## config.mk

```make
export PLATFORM = sky130hd
export DESIGN_NAME = switch_conditioner_flat
export DESIGN_NICKNAME = d
export VERILOG_FILES = /design/src/rtl/switch_conditioner_if.sv /design/src/rtl/switch_conditioner.sv /design/src/flat_wrapper.sv
export SDC_FILE = /design/constraint.sdc
export NUM_CORES = 1
export LEC_CHECK = 0
export ABC_AREA = 1
export CAP_MARGIN = 20
export CORE_UTILIZATION = 47
export CTS_BUF_LIST = sky130_fd_sc_hd__clkbuf_4 sky130_fd_sc_hd__clkbuf_8 sky130_fd_sc_hd__clkbuf_16
export DETAILED_ROUTE_END_ITERATION = 12
export PLACE_DENSITY = 0.77
export SYNTH_ARGS = -nofsm -noshare
export SYNTH_HDL_FRONTEND = slang
export SYNTH_SLANG_ARGS = --single-unit
```

## constraint.sdc

```tcl
create_clock -name clock -period 1 [get_ports clock]
set_clock_uncertainty 0.15 [all_clocks]
set_input_delay 0.2 -clock clock [delete_from_list [all_inputs] [get_ports clock]]
set_output_delay 0.2 -clock clock [all_outputs]
set_load 0.01 [all_outputs]
```

## src/rtl/switch_conditioner_if.sv

```systemverilog
// Signal bundle between the irrigation panel front-end and the validation stage.
// Carries the sample enable, raw switches, conditioned outputs and FSM debug state;
// asp_rise exists only when SWITCH_EDGE_EN is defined.
interface switch_conditioner_if;
    logic       tick;
    logic       raw_asp;
    logic       raw_got;
    logic       raw_adb;
    logic       asp;
    logic       got;
    logic       adb;
    logic       conflict;
    logic [1:0] mode_state;
`ifdef SWITCH_EDGE_EN
    logic       asp_rise;

    modport master (
        output tick, raw_asp, raw_got, raw_adb,
        input  asp, got, adb, conflict, mode_state, asp_rise
    );

    modport slave (
        input  tick, raw_asp, raw_got, raw_adb,
        output asp, got, adb, conflict, mode_state, asp_rise
    );
`else
    modport master (
        output tick, raw_asp, raw_got, raw_adb,
        input  asp, got, adb, conflict, mode_state
    );

    modport slave (
        input  tick, raw_asp, raw_got, raw_adb,
        output asp, got, adb, conflict, mode_state
    );
`endif
endinterface

```

## src/rtl/switch_conditioner.sv

```systemverilog
// Panel switch front-end: per-channel 2-FF synchroniser and tick-based debouncer, plus a
// sprinkler/drip mode FSM. Optional asp_rise pulse is built when SWITCH_EDGE_EN is defined.
module switch_conditioner #(
    parameter int DEBOUNCE_TICKS = 4,
    parameter int CNT_W          = 3
) (
    input  logic                 clock,
    input  logic                 reset,
    switch_conditioner_if.slave  sw
);

    typedef enum logic [1:0] {
        M_OFF   = 2'd0,
        M_ASP   = 2'd1,
        M_GOT   = 2'd2,
        M_FAULT = 2'd3
    } mode_t;

    localparam logic [CNT_W-1:0] CNT_LAST = CNT_W'(DEBOUNCE_TICKS - 1);
    localparam logic [CNT_W-1:0] CNT_ONE  = CNT_W'(1);

    // Channel order: 0 = sprinkler, 1 = drip, 2 = fertilizer.
    logic [2:0] raw;
    logic [2:0] stable;

    assign raw = {sw.raw_adb, sw.raw_got, sw.raw_asp};

    for (genvar ch = 0; ch < 3; ch++) begin : g_chan
        logic             sync_meta;
        logic             sync_q;
        logic             stable_q;
        logic [CNT_W-1:0] cnt;

        always_ff @(posedge clock or negedge reset) begin
            if (!reset) begin
                sync_meta <= 1'b0;
                sync_q    <= 1'b0;
            end else begin
                sync_meta <= raw[ch];
                sync_q    <= sync_meta;
            end
        end

        // A differing level must be seen on DEBOUNCE_TICKS consecutive ticks; any
        // tick that sees agreement throws the partial count away.
        always_ff @(posedge clock or negedge reset) begin
            if (!reset) begin
                stable_q <= 1'b0;
                cnt      <= '0;
            end else if (sw.tick) begin
                if (sync_q == stable_q) begin
                    cnt <= '0;
                end else if (cnt == CNT_LAST) begin
                    stable_q <= sync_q;
                    cnt      <= '0;
                end else begin
                    cnt <= cnt + CNT_ONE;
                end
            end
        end

        assign stable[ch] = stable_q;
    end

    logic  sa;
    logic  sg;
    mode_t state;
    mode_t next_state;

    assign sa = stable[0];
    assign sg = stable[1];

    always_ff @(posedge clock or negedge reset) begin
        if (!reset) begin
            state <= M_OFF;
        end else begin
            state <= next_state;
        end
    end

    // FAULT only exits through OFF, so both switches must be released before reselecting.
    always_comb begin
        next_state = state;
        case (state)
            M_OFF: begin
                if (sa && !sg) begin
                    next_state = M_ASP;
                end else if (!sa && sg) begin
                    next_state = M_GOT;
                end else if (sa && sg) begin
                    next_state = M_FAULT;
                end
            end
            M_ASP: begin
                if (sg) begin
                    next_state = M_FAULT;
                end else if (!sa) begin
                    next_state = M_OFF;
                end
            end
            M_GOT: begin
                if (sa) begin
                    next_state = M_FAULT;
                end else if (!sg) begin
                    next_state = M_OFF;
                end
            end
            M_FAULT: begin
                if (!sa && !sg) begin
                    next_state = M_OFF;
                end
            end
            default: next_state = M_OFF;
        endcase
    end

    logic asp_q;
    logic got_q;
    logic conflict_q;

    always_ff @(posedge clock or negedge reset) begin
        if (!reset) begin
            asp_q      <= 1'b0;
            got_q      <= 1'b0;
            conflict_q <= 1'b0;
        end else begin
            asp_q      <= (next_state == M_ASP);
            got_q      <= (next_state == M_GOT);
            conflict_q <= (next_state == M_FAULT);
        end
    end

    assign sw.asp        = asp_q;
    assign sw.got        = got_q;
    assign sw.conflict   = conflict_q;
    assign sw.adb        = stable[2];
    assign sw.mode_state = state;

`ifdef SWITCH_EDGE_EN
    logic asp_rise_q;

    // Registered alongside asp so the pulse lands on the same clock asp rises.
    always_ff @(posedge clock or negedge reset) begin
        if (!reset) begin
            asp_rise_q <= 1'b0;
        end else begin
            asp_rise_q <= (next_state == M_ASP) && (state != M_ASP);
        end
    end

    assign sw.asp_rise = asp_rise_q;
`endif

endmodule
```

## src/flat_wrapper.sv

```systemverilog
// flat-port wrapper written by rule: the top's interface ports become plain ports
module switch_conditioner_flat 
#(
    parameter int DEBOUNCE_TICKS = 4,
    parameter int CNT_W          = 3
)
  (clock, reset, sw_tick, sw_raw_asp, sw_raw_got, sw_raw_adb, sw_asp, sw_got, sw_adb, sw_conflict, sw_mode_state);
  switch_conditioner_if sw_i ();
  input  logic clock;
  input  logic reset;
  input wire logic [$bits(sw_i.tick)-1:0] sw_tick;
  input wire logic [$bits(sw_i.raw_asp)-1:0] sw_raw_asp;
  input wire logic [$bits(sw_i.raw_got)-1:0] sw_raw_got;
  input wire logic [$bits(sw_i.raw_adb)-1:0] sw_raw_adb;
  output wire logic [$bits(sw_i.asp)-1:0] sw_asp;
  output wire logic [$bits(sw_i.got)-1:0] sw_got;
  output wire logic [$bits(sw_i.adb)-1:0] sw_adb;
  output wire logic [$bits(sw_i.conflict)-1:0] sw_conflict;
  output wire logic [$bits(sw_i.mode_state)-1:0] sw_mode_state;
  assign sw_i.tick = sw_tick;
  assign sw_i.raw_asp = sw_raw_asp;
  assign sw_i.raw_got = sw_raw_got;
  assign sw_i.raw_adb = sw_raw_adb;
  assign sw_asp = sw_i.asp;
  assign sw_got = sw_i.got;
  assign sw_adb = sw_i.adb;
  assign sw_conflict = sw_i.conflict;
  assign sw_mode_state = sw_i.mode_state;
  switch_conditioner #(.DEBOUNCE_TICKS(DEBOUNCE_TICKS), .CNT_W(CNT_W)) u_core (.clock(clock), .reset(reset), .sw(sw_i));
endmodule
```

==> impl_metrics.yaml <==
synth:
  ys_top_cells_by_count: "nand2_1, dfrtp_1, inv_1"
  ys_seq_area_share_pct: 60.6
  synthCells: 104
  synth_top_cell_by_area: "dfrtp_1"
  synth_fp_nets: 113
  yosysTopAreaCellShare_pct: 60.6
  yosysMostFrequentCell: "nand2_1"
  synth_flop_cell: "dfrtp_1"
  ys_ff_latch: 23
  syn_avg_cell_area_sq_um: 9.13
  synth_edf_count: 0
  ys_warn_count: 0
  yosysUniqueCellTypes: 14
  synthTopCellsByArea: "dfrtp_1, nand2_1, inv_1"
  async_flop_share_pct: 100
  syn_area_sq_um: 950
detailed_routing:
  vias: 755
  firstDrtPassIters: 5
  vias_per_cell: 5.00
  first_iter_violations: 10
  wire_per_inst_um: 12.6
  drcViolationCount: 0
  drtAntennaViolNets: 0
  drt-total-wl_um: 1910
critical_path:
  crit_chain: "buf_2"
  required_ns: 0.65
  cp_top_family: "flip-flops"
  criticalPathCategory: "reg -> out"
  crit_arrival_ns: 0.86
  critPathMaxFanout: 2
  slowest_delay_ns: 0.41
  path_buf_inv: 1
  crit_path_end_kind: "output pin"
  crit_path_start_kind: "flip-flop"
  crit_slowest_cell: "dfrtp_1"
global_routing:
  grt_pass1_wl_um: 2930
  grt_max_degree: 24
  overflow: 0
  antenna_found_initial: 0
  grt_pass1_vias: 712
  grt_use_total_pct: 19.5
power_and_ir_drop:
  seqPwrFrac_pct: 43.3
  p_leak_nw: 0.639
  pwr-share-comb_pct: 42.7
  p_sw_share_pct: 36.9
  switching_power_mw: 1.20
  finalPower_mw: 3.25
  peakVddDrop_mv: 1.45
  power.share.clock_pct: 13.9
  p_int_mw: 2.05
  p_per_area_mw_per_mm2: 2470
placement:
  dpl_cell_area_sq_mm: 0.00116
  port_buffers: 11
  dp_hpwl_um: 1150
  post-place-ws_ns: -0.358
  finalWeightedCongestion: 0.777
timing:
  fmax_mhz: 824
  rsz0062_at_grt: "yes"
  maxSlewHeadroom_pct: 82.5
  finalCritPeriodShare_pct: 121
  fin_crit_ns: 1.21
  hold_viol: 0
  worstMarginPinSlew_ns: 0.262
  setup_violations: 18
  worst_slack_ns: -0.214
  slew_viol_final: 0
floorplanning:
  die_width_um: 47.0
  std_cell_rows: 15
  die_area_sq_mm: 0.00220
  num_io_pins: 12
  start_util_pct: 52.7
  core_sq_mm: 0.00180
  fp.dieH_um: 47.0
cells_and_area:
  diodes: 0
  drive_above_1_share_pct: 45.2
  syn_to_final_growth_pct: 38.2
  num-nets-final: 136
  final_area_sq_mm: 0.00131
clock_tree:
  htreeDepth: 1
  cts-hold-fix-buffers: 0
  cts.sinks: 23
  root_buffer: "clkbuf_4"
  path_clk_slew_ns: 0.12
  numCtsBuffers: 3
  cts_tree: "done"
  clockBufferDepth: 2
  clk_latency_ns: 0.31
flow_run:
  max-cap-violations: 0
run_status:
  violations: "setup timing"
  outcome: "finished, violations left"
min_path:
  hold_path.class: "in -> async"
## state kept, by name, summed over array words and instances (netlist names)
signal,count
u_core.g_chan.cnt,9
u_core.g_chan.sync_meta,3
u_core.g_chan.sync_q,3
u_core.g_chan.stable_q,2
u_core.sw.mode_state,2
u_core.sw.adb,1
u_core.sw.asp,1
u_core.sw.conflict,1
u_core.sw.got,1
## final cells by class
class	count	area (sq um)
tap	25	31.3
clock buffer	4	30.0
sequential	23	576
multi-input combinational	65	449
fill	138	489
inverter	14	55.1
timing repair buffer	20	171
## cells by family after synthesis
logic type	count (synthesis)	synth area share, %
buffers and inverters	16	7.90
adder cells (fa/ha/maj)	3	3.95
flip-flops	23	60.6
AO/OA/AOI/OAI	5	2.63
AND/OR/NAND/NOR	57	24.9
## power groups by stage
stage	clock network, mW	registers (mW)	logic, mW
final	0.452	1.41	1.39
after global routing	0.484	1.44	1.54
after CTS	0.454	1.39	1.29
after detailed placement	0	1.40	1.09
after global placement	0	1.38	1.06
after floorplan	0	1.43	0.526
## metal layers
layer	GRT usage [%]	up-vias	wire, um
met4	10.3	0	20
met2	34.4	14	1060
li1	-	366	-
met5	0	-	0
met3	2.69	3	57
met1	22.8	372	767
## worst paths after layout
kind	startpoint	end	slack [ns]	depth (start not counted)
hold reg to reg	u_core.g_chan[0].sync_meta$_DFF_PN0_	u_core.g_chan[0].sync_q$_DFF_PN0_	0.21	0
min in group clock	sw_raw_asp	u_core.g_chan[0].sync_meta$_DFF_PN0_	0.16	1
max in group asynchronous	reset	u_core.sw.mode_state[1]$_DFF_PN0_	0.50	2
setup reg to reg	u_core.g_chan[2].cnt[0]$_DFFE_PN0P_	u_core.g_chan[2].cnt[1]$_DFFE_PN0P_	-0.15	4
hold / removal	reset	u_core.g_chan[0].cnt[2]$_DFFE_PN0P_	0.06	2
setup / recovery	u_core.sw.adb$_DFFE_PN0P_	sw_adb	-0.21	1
## cell usage in the layout (no fill, tap or decap), types with 3 or more instances in the layout
cell             netlist  layout
buf_2                  0       6
buf_4                  0       5
buf_6                  2       3
clkbuf_4               0       4
clkdlybuf4s50_1        0       5
dfrtp_1               23      23
ha_4                   0       3
inv_1                 13       7
inv_2                  1       6
nand2_1               38      25
nand2_2                0      10
nand2_4                0       3
nand3_1                9       3
nand3_2                0       6
nor2_2                 1       3
## timing repair
item	in CTS	in global routing
pin swaps	15	22
buffers inserted	4	2
gates resized for setup	49	21
cloned	0	0
setup endpoints to repair	18	22
hold endpoints to repair	0	0
## per-stage QoR
step	TNS, ns	utilization, %	hold slack (ns)	std cells
final	-1.98	72.8	0.0615	151
after global routing	-2.80	72.8	0.0867	151
after CTS	-2.11	70.1	0.0688	153
after detailed placement	-4.50	64.3	0.185	145
after global placement	-4.36	64.3	0.182	145
after floorplan	-0.351	-	-0.246	104
Note: power is estimated with default switching activity, not from simulation.
